`config.mk`:
```
export PLATFORM = sky130hd
export DESIGN_NAME = spi_slave_rx
export DESIGN_NICKNAME = d
export VERILOG_FILES = /design/src/rtl/spi_slave_rx.sv
export SDC_FILE = /design/constraint.sdc
export NUM_CORES = 1
export LEC_CHECK = 0
export ABC_AREA = 1
export CORE_MARGIN = 3
export CORE_UTILIZATION = 53
export CTS_CLUSTER_DIAMETER = 50
export DETAILED_ROUTE_END_ITERATION = 16
export PLACE_DENSITY = 0.83
export SKIP_LAST_GASP = 1
export SYNTH_ARGS = -nofsm -noshare
export SYNTH_HDL_FRONTEND = slang
export SYNTH_SLANG_ARGS = --single-unit
```
`constraint.sdc`:
```
create_clock -name i_clk -period 1.5 [get_ports i_clk]
set_input_delay 0.3 -clock i_clk [delete_from_list [all_inputs] [get_ports i_clk]]
set_output_delay 0.3 -clock i_clk [all_outputs]
set_load 0.02 [all_outputs]
```
`src/rtl/spi_slave_rx.sv`:
```
// SPI slave: oversampled SCK/CS_N/MOSI, MSB-first deserialiser with RX/TX valid/ready handshakes.
// SPI_SLAVE_RX_FRAME_ERR_EN adds o_frame_err for frames ended mid-word.
module spi_slave_rx #(
  parameter int DATA_W      = 8,
  parameter bit CPOL        = 1'b0,
  parameter bit CPHA        = 1'b0,
  parameter int SYNC_STAGES = 2
) (
  input  logic              i_clk,
  input  logic              i_rst,
  input  logic              i_sck,
  input  logic              i_cs_n,
  input  logic              i_mosi,
  output logic              o_miso,
  output logic              o_miso_oe,
  output logic [DATA_W-1:0] o_rx_data,
  output logic              o_rx_valid,
  input  logic              i_rx_ready,
  input  logic [DATA_W-1:0] i_tx_data,
  input  logic              i_tx_valid,
  output logic              o_tx_ready,
  output logic              o_overrun,
  output logic              o_underrun
`ifdef SPI_SLAVE_RX_FRAME_ERR_EN
  ,
  output logic              o_frame_err
`endif
);

  localparam int CW          = $clog2(DATA_W);
  localparam bit SAMPLE_RISE = (CPOL == CPHA);

  typedef enum logic {IDLE, ACTIVE} state_t;

  state_t state, state_nxt;

  logic [SYNC_STAGES-1:0] sck_sync, cs_sync, mosi_sync;
  logic                   sck_prev, cs_prev;
  logic [SYNC_STAGES:0]   flush;

  logic              sck_now, cs_now, mosi_now;
  logic              sample_edge, shift_edge, cs_fall, cs_rise;
  logic              start, stop, do_sample, do_shift_edge, do_shift, do_load, last_bit;

  logic [CW-1:0]     bit_cnt;
  logic              started;
  logic              word_done;
  logic [DATA_W-1:0] rx_shift, tx_shift, hold_reg;

  always_ff @(posedge i_clk) begin
    if (i_rst) begin
      sck_sync  <= {SYNC_STAGES{CPOL}};
      cs_sync   <= '1;
      mosi_sync <= '0;
      sck_prev  <= CPOL;
      cs_prev   <= 1'b1;
      flush     <= '0;
    end else begin
      sck_sync  <= {sck_sync[SYNC_STAGES-2:0], i_sck};
      cs_sync   <= {cs_sync[SYNC_STAGES-2:0], i_cs_n};
      mosi_sync <= {mosi_sync[SYNC_STAGES-2:0], i_mosi};
      sck_prev  <= sck_sync[SYNC_STAGES-1];
      cs_prev   <= cs_sync[SYNC_STAGES-1];
      flush     <= {flush[SYNC_STAGES-1:0], 1'b1};
    end
  end

  assign sck_now  = sck_sync[SYNC_STAGES-1];
  assign cs_now   = cs_sync[SYNC_STAGES-1];
  assign mosi_now = mosi_sync[SYNC_STAGES-1];

  // cs_prev only holds a real pad sample once the pipeline has refilled after reset,
  // so a CS_N held low across reset cannot fake a frame start.
  assign cs_fall     = flush[SYNC_STAGES] & cs_prev & ~cs_now;
  assign cs_rise     = ~cs_prev & cs_now;
  assign sample_edge = SAMPLE_RISE ? (sck_now & ~sck_prev) : (~sck_now & sck_prev);
  assign shift_edge  = SAMPLE_RISE ? (~sck_now & sck_prev) : (sck_now & ~sck_prev);

  always_ff @(posedge i_clk) begin
    if (i_rst) state <= IDLE;
    else       state <= state_nxt;
  end

  always_comb begin
    state_nxt     = state;
    start         = 1'b0;
    stop          = 1'b0;
    do_sample     = 1'b0;
    do_shift_edge = 1'b0;
    do_shift      = 1'b0;
    do_load       = 1'b0;
    last_bit      = (bit_cnt == CW'(DATA_W - 1));
    case (state)
      IDLE: begin
        if (cs_fall) begin
          state_nxt = ACTIVE;
          start     = 1'b1;
          do_load   = 1'b1;
        end
      end
      ACTIVE: begin
        if (cs_rise) begin
          state_nxt = IDLE;
          stop      = 1'b1;
        end else begin
          do_sample     = sample_edge;
          do_shift_edge = shift_edge;
          // bit_cnt==0 on a shift edge: either the CPHA=1 opening edge or a word boundary
          do_shift      = shift_edge & (bit_cnt != '0);
          do_load       = shift_edge & (bit_cnt == '0) & started;
        end
      end
      default: state_nxt = IDLE;
    endcase
  end

  always_ff @(posedge i_clk) begin
    if (i_rst) begin
      bit_cnt    <= '0;
      started    <= 1'b0;
      word_done  <= 1'b0;
      rx_shift   <= '0;
      tx_shift   <= '0;
      hold_reg   <= '0;
      o_miso_oe  <= 1'b0;
      o_rx_data  <= '0;
      o_rx_valid <= 1'b0;
      o_tx_ready <= 1'b1;
      o_overrun  <= 1'b0;
      o_underrun <= 1'b0;
    end else begin
      o_overrun  <= 1'b0;
      o_underrun <= 1'b0;
      word_done  <= 1'b0;

      if (start) begin
        bit_cnt   <= '0;
        started   <= 1'b0;
        o_miso_oe <= 1'b1;
      end
      if (stop) begin
        bit_cnt   <= '0;
        started   <= 1'b0;
        o_miso_oe <= 1'b0;
        tx_shift  <= '0;
      end
      if (do_sample) begin
        rx_shift  <= {rx_shift[DATA_W-2:0], mosi_now};
        bit_cnt   <= last_bit ? '0 : bit_cnt + CW'(1);
        word_done <= last_bit;
      end
      if (do_shift_edge) started <= 1'b1;
      if (do_shift)      tx_shift <= {tx_shift[DATA_W-2:0], 1'b0};

      if (do_load) begin
        tx_shift   <= o_tx_ready ? '1 : hold_reg;
        o_underrun <= o_tx_ready;
        o_tx_ready <= 1'b1;
      end
      // A write in the load cycle is not bypassed into the shifter; it fills the holding reg.
      if (i_tx_valid && o_tx_ready) begin
        hold_reg   <= i_tx_data;
        o_tx_ready <= 1'b0;
      end

      if (word_done) begin
        if (!o_rx_valid || i_rx_ready) begin
          o_rx_data  <= rx_shift;
          o_rx_valid <= 1'b1;
        end else begin
          o_overrun  <= 1'b1;
        end
      end else if (o_rx_valid && i_rx_ready) begin
        o_rx_valid <= 1'b0;
      end
    end
  end

  assign o_miso = o_miso_oe & tx_shift[DATA_W-1];

`ifdef SPI_SLAVE_RX_FRAME_ERR_EN
  always_ff @(posedge i_clk) begin
    if (i_rst) o_frame_err <= 1'b0;
    else       o_frame_err <= stop & (bit_cnt != '0);
  end
`endif

endmodule

```
==> reports/metrics.cfg, run 1 <==
[run_status]
status=finished, final reports clean

[placement]
placed_cell_area_um2=2530
gp_congestion=0.873
dp_cells=366
dp_hpwl_mm=2.98
io_buffer_count=28

[cts]
clock_latency_ns=0.31
clkSinkCount=54
cts_max_path_buffers=2
cts-root-buf=clkbuf_8
holdBufCountCts=0
cts_inserted_buffers=5
path_clk_slew_ns=0.10
cts_tree=yes
htree_levels=2

[floorplanning]
core-area_um2=3740
ios=29
initial_core_util=0.565
die_w_um=69.2
num_rows=22
die_h_um=69.2
die_area_um2=4790

[global_routing]
antenna_found_initial=0
grt_pass1_wl_mm=7.40
grt_max_degree=35
grt_overflow_total=0
grt_pass1_vias=1750
grt_usage=0.186

[yosys]
synth.avg_cell_area_um2=7.45
synth.top_cell.area_share=0.511
ys_ff_latch=54
yosysUniqueCellTypes=22
yosysWarningCount=0
ys_seq_area_frac=0.511
syn-num-nets=302
yosysTopAreaCell=dfxtp_1
synth.cell_area_um2=2120
syn-instance-count=284
ys_top_cells_by_area=dfxtp_1 51%, nor2_1 15%, nand2_1 6.9%

[timing]
hold_viol_final=0
drv_slew=0
rsz0062_at_grt=yes
holdWs_ns=0.410
fin_crit_ns=1.43
min_period_over_period=0.953
setup_viol=0
clock.fmax_mhz=700
fin_skew_ns=0.0109
tightest_slew_ns=0.256
maxSlewHeadroom=0.829
tns_ns=0

[power_and_ir_drop]
switching_share=0.224
p_sw_uw=595
total_power_mw=2.65
p_clk_frac=0.375
leakagePower_nw=1.27
power_frac_comb=0.064
seqPwrFrac=0.561
power.internal_mw=2.06
vdd_drop_max_v=0.000860
powerDensity_nw_per_um2=988

[cells_and_area]
design_area_um2=2690
drive_above_1_share=0.125
nets=345
antennaDiodeCount=0
area_delta_synth_final_pct=27.0
final_cells=376

[setup_path]
critPathKind=flip-flop to flip-flop
start_kind=flip-flop
crit_start=bit_cnt[0]$_SDFFE_PP0P_
rr_startpoint=bit_cnt[0]$_SDFFE_PP0P_
worst_setup_path_end_kind=flip-flop
path_max_fanout=6
critical_path_arrival_ns=1.68
worstPathRequired_ns=1.75

[routing]
routed_via_density=4.98
dr.first_iter.drc_count=121
vias=1871
dr.pass1.iters=4
drt-total-wl_mm=4.31
post-route-drc-count=0
wl_per_cell_um=11.5
ant_nets=0

[worst_hold_path]
hold_path_class=flip-flop to flip-flop
hp-start=flush[0]$_DFF_P_

[job]
drv_cap=0

==> worst paths after layout <==
check | slack, ns | end | cells after the start
worst max-delay path | 0.07 | tx_shift[4]$_SDFFE_PP0P_ | 9
worst min-delay path | 0.41 | flush[1]$_SDFF_PP0_ | 2
worst max register to register | 0.07 | tx_shift[4]$_SDFFE_PP0P_ | 9
worst min register to register | 0.41 | flush[1]$_SDFF_PP0_ | 2
==> cells in the mapped netlist (all sizes together) <==
cell	number
a21oi	16
buf	2
clkbuf	7
clkinv	2
dfxtp	54
ha	3
inv	32
nand2	39
nand3	5
nand4	9
nor2	83
nor3	3
o21ai	26
or2	3
==> cells by family (layout without fill, tap and decap cells) <==
| family | after synthesis | count (layout) | share of synthesized area |
|---|---|---|---|
| simple gates | 142 | 143 | 0.288 |
| flops | 54 | 54 | 0.511 |
| buf+inv | 43 | 86 | 0.0822 |
| compound gates | 42 | 42 | 0.101 |
| fa+ha+maj | 3 | 3 | 0.0177 |
==> worst max-delay path, cell delays in order, from the launching register on <==
cell,delay [ns]
dfxtp_1,0.32
inv_1,0.08
ha_1,0.17
nand2_2,0.10
nor2_4,0.14
nand3_4,0.13
buf_4,0.18
a21oi_1,0.12
nor2_1,0.06
nor2_1,0.07
==> layout by cell type (no fill, tap or decap), types with 8 or more instances in the layout <==
cell type,count
buf_4,13
nand2_1,38
clkdlybuf4s50_1,14
a21oi_1,15
o21ai_0,26
nor2_1,81
inv_1,30
dfxtp_1,53
dlygate4sd2_1,14
nand4_1,8
==> metal layers <==
metal  GRT usage  routed length, um  vias to the layer above
li1            -                  -                      974
met1       0.229               1950                      850
met2       0.313               2130                       39
met3      0.0522                169                        8
met4      0.0651                 59                        0
met5           0                  0                        -
==> power groups by stage <==
| stage | clock [mW] | combinational [mW] | sequential (mW) |
|---|---|---|---|
| 2_1_floorplan | 0 | 0.0857 | 1.52 |
| 3_3_place_gp | 0 | 0.167 | 1.52 |
| 3_5_place_dp | 0 | 0.170 | 1.52 |
| 4_1_cts | 1.00 | 0.169 | 1.49 |
| 5_1_grt | 1.07 | 0.191 | 1.49 |
| 6_report | 0.996 | 0.169 | 1.49 |
==> repair_timing <==
action	4_1_cts	5_1_grt
setup buffers	0	1
setup endpoints to repair	14	15
cloned	0	1
pin swaps	0	1
gates resized for setup	14	10
==> through the flow <==
step	utilization	worst slack (ns)
4_1_cts	0.704	0.000511
2_1_floorplan	-	0.162
5_1_grt	0.718	-0.0387
6_report	0.718	0.0705
3_3_place_gp	0.677	0.0931
3_5_place_dp	0.677	0.0527
==> cell type report <==
| type | instances | area [um2] |
|---|---|---|
| timing repair buffer | 44 | 403 |
| sequential | 54 | 1080 |
| clock inverter | 3 | 47.5 |
| inverter | 34 | 128 |
| clock buffer | 5 | 68.8 |
| multi-input combinational | 188 | 897 |
| tap | 48 | 60.1 |
| fill | 327 | 1060 |
No activity file was read; power rests on OpenSTA's default activity.
==> run 2: changes to the inputs <==
CORE_MARGIN = not set   (was 3)
==> run 2 against run 1 <==
Global-route usage is 4.6 points higher; non-clock buffer count is 1 lower; sequential power hardly changed; final area is 0.65% higher; register-to-register slack worse by 0.06 ns; via count is 1.6% higher; highest routed layer unchanged; worst hold slack better by 0.0016 ns; maximum frequency is 3.8% lower.
==> reports/metrics.cfg, run 2 (synthesis gave the netlist of run 1 again) <==
[run_status]
status=finished, final reports clean  ; unchanged

[setup_path]
start_kind=flip-flop  ; unchanged
critical_path_arrival_ns=1.73  ; was 1.68 ns
critPathKind=flip-flop to flip-flop  ; unchanged
path_max_fanout=7  ; was 6
worst_setup_path_end_kind=flip-flop  ; unchanged
r2r_setup_slack_ns=0.01  ; was 0.07 ns
worstPathRequired_ns=1.74  ; was 1.75 ns

[cts]
cts_max_path_buffers=2  ; unchanged
clock_latency_ns=0.30  ; was 0.31 ns
path_clk_slew_ns=0.09  ; was 0.10 ns
clkSinkCount=54  ; unchanged
cts_inserted_buffers=5  ; unchanged
cts-root-buf=clkbuf_8  ; unchanged
cts_tree=yes  ; unchanged
htree_levels=2  ; unchanged

[placement]
pre_cts_ws_ns=0.0268  ; was 0.0527 ns
io_buffer_count=28  ; unchanged
dp_hpwl_mm=3.03  ; was 2.98 mm
gp_congestion=0.782  ; was 0.873
placed_cell_area_um2=2540  ; was 2530 um2

[power_and_ir_drop]
power_frac_comb=0.062  ; was 0.064
p_clk_frac=0.370  ; was 0.375
seqPwrFrac=0.568  ; was 0.561
p_sw_uw=542  ; was 595 uW
total_power_mw=2.62  ; was 2.65 mW
vdd_drop_max_v=0.000659  ; was 0.000860 V
power.internal_mw=2.08  ; was 2.06 mW
powerDensity_nw_per_um2=970  ; was 988 nW/um2
leakagePower_nw=1.28  ; was 1.27 nW
switching_share=0.207  ; was 0.224

[routing]
routed_via_density=5.10  ; was 4.98
post-route-drc-count=0  ; unchanged
wl_met1_mm=1.88  ; was 1.95 mm
drt-total-wl_mm=4.46  ; was 4.31 mm
wl_met3_um=249  ; was 169 um
dr.first_iter.drc_count=127  ; was 121
wl_per_cell_um=11.9  ; was 11.5 um
dr.pass1.iters=5  ; was 4
vias=1901  ; was 1,871
ant_nets=0  ; unchanged
wl_met2_mm=2.22  ; was 2.13 mm
topRoutingLayerUsed=met4  ; unchanged

[global_routing]
grt_pass1_vias=1825  ; was 1,750
grt_max_degree=35  ; unchanged
grt_overflow_total=0  ; unchanged
grt_pass1_wl_mm=7.62  ; was 7.40 mm
grt_usage=0.232  ; was 0.186
antenna_found_initial=0  ; unchanged

[cells_and_area]
nets=343  ; was 345
drive_above_1_share=0.123  ; was 0.125
final_cell_mix=80 x nor2_1, 52 x dfxtp_1, 38 x nand2_1  ; was 81 x nor2_1, 53 x dfxtp_1, 38 x nand2_1
final_common_cell=nor2_1  ; unchanged
antennaDiodeCount=0  ; unchanged
nFillCells=305  ; was 327
seqCellArea_um2=1080  ; about the same
design_area_um2=2700  ; was 2690 um2
multi_input_area_um2=913  ; was 897 um2
area_delta_synth_final_pct=27.8  ; was 27.0%

[timing]
tns_ns=0  ; unchanged
rsz0062_at_grt=yes  ; unchanged
min_period_over_period=0.991  ; was 0.953
worst_slack_ns=0.0138  ; was 0.0705 ns
drv_slew=0  ; unchanged
setup_viol=0  ; unchanged
clock.fmax_mhz=673  ; was 700 MHz
holdWs_ns=0.412  ; was 0.410 ns
fin_skew_ns=0.00203  ; was 0.0109 ns
maxSlewHeadroom=0.799  ; was 0.829
fin_crit_ns=1.49  ; was 1.43 ns
hold_viol_final=0  ; unchanged
tightest_slew_ns=0.300  ; was 0.256 ns

[floorplanning]
num_rows=22  ; unchanged
die_w_um=65.2  ; was 69.2 um
initial_core_util=0.565  ; unchanged
die_h_um=65.2  ; was 69.2 um
ios=29  ; unchanged
core-area_um2=3740  ; unchanged
die_area_um2=4250  ; was 4790 um2

[worst_hold_path]
hold_path_class=flip-flop to flip-flop  ; unchanged

[job]
drv_cap=0  ; unchanged

run 2: critical path: stages (launching register included):
cell and delay (ns):
dfxtp_1 0.32, inv_1 0.11, ha_4 0.15, nand2_4 0.06, nor2_4 0.14, nand3_4 0.14
buf_6 0.17, a21oi_1 0.17, nor2_1 0.08, nor2_1 0.08
run 2: cell type report:
class	instances	area share
clock buffer	6	0.0305
multi-input combinational	187	0.338
sequential	54	0.401
inverter	34	0.0481
clock inverter	1	0.0111
timing repair buffer	43	0.149
tap	48	0.0222
run 2: final timing paths:
path                           start                  endpoint  depth (start not counted)
max          bit_cnt[0]$_SDFFE_PP0P_  tx_shift[1]$_SDFFE_PP0P_                          9
min reg2reg   sck_sync[0]$_SDFF_PP0_    sck_sync[1]$_SDFF_PP0_                          2
max reg2reg  bit_cnt[0]$_SDFFE_PP0P_  tx_shift[1]$_SDFFE_PP0P_                          9
min           sck_sync[0]$_SDFF_PP0_    sck_sync[1]$_SDFF_PP0_                          2
run 2: routing by layer:
metal  GRT usage  vias to the layer above
met5           0                        -
li1            -                      966
met2       0.403                       64
met3      0.0556                       11
met1       0.268                      860
met4       0.106                        0
run 2: repair_timing:
action                                 in CTS  in global routing
pin swaps                                   0                  5
buffers inserted                            0                  1
endpoints found under the hold margin       0                  0
setup endpoints to repair                  16                 18
hold buffers                                0                  0
cloned                                      0                  0
gates resized for setup                    15                 14
run 2: power groups by stage:
stage	clock network, mW	registers, mW	logic (mW)
6_report	0.969	1.49	0.163
5_1_grt	1.06	1.49	0.179
4_1_cts	0.984	1.49	0.161
3_5_place_dp	0	1.52	0.162
3_3_place_gp	0	1.52	0.157
2_1_floorplan	0	1.52	0.0857
run 2: metrics by stage:
step | utilization | cells
floorplan | - | 284
global route | 0.722 | 373
global placement | 0.678 | 365
CTS | 0.705 | 372
finish | 0.722 | 373
detailed placement | 0.678 | 365
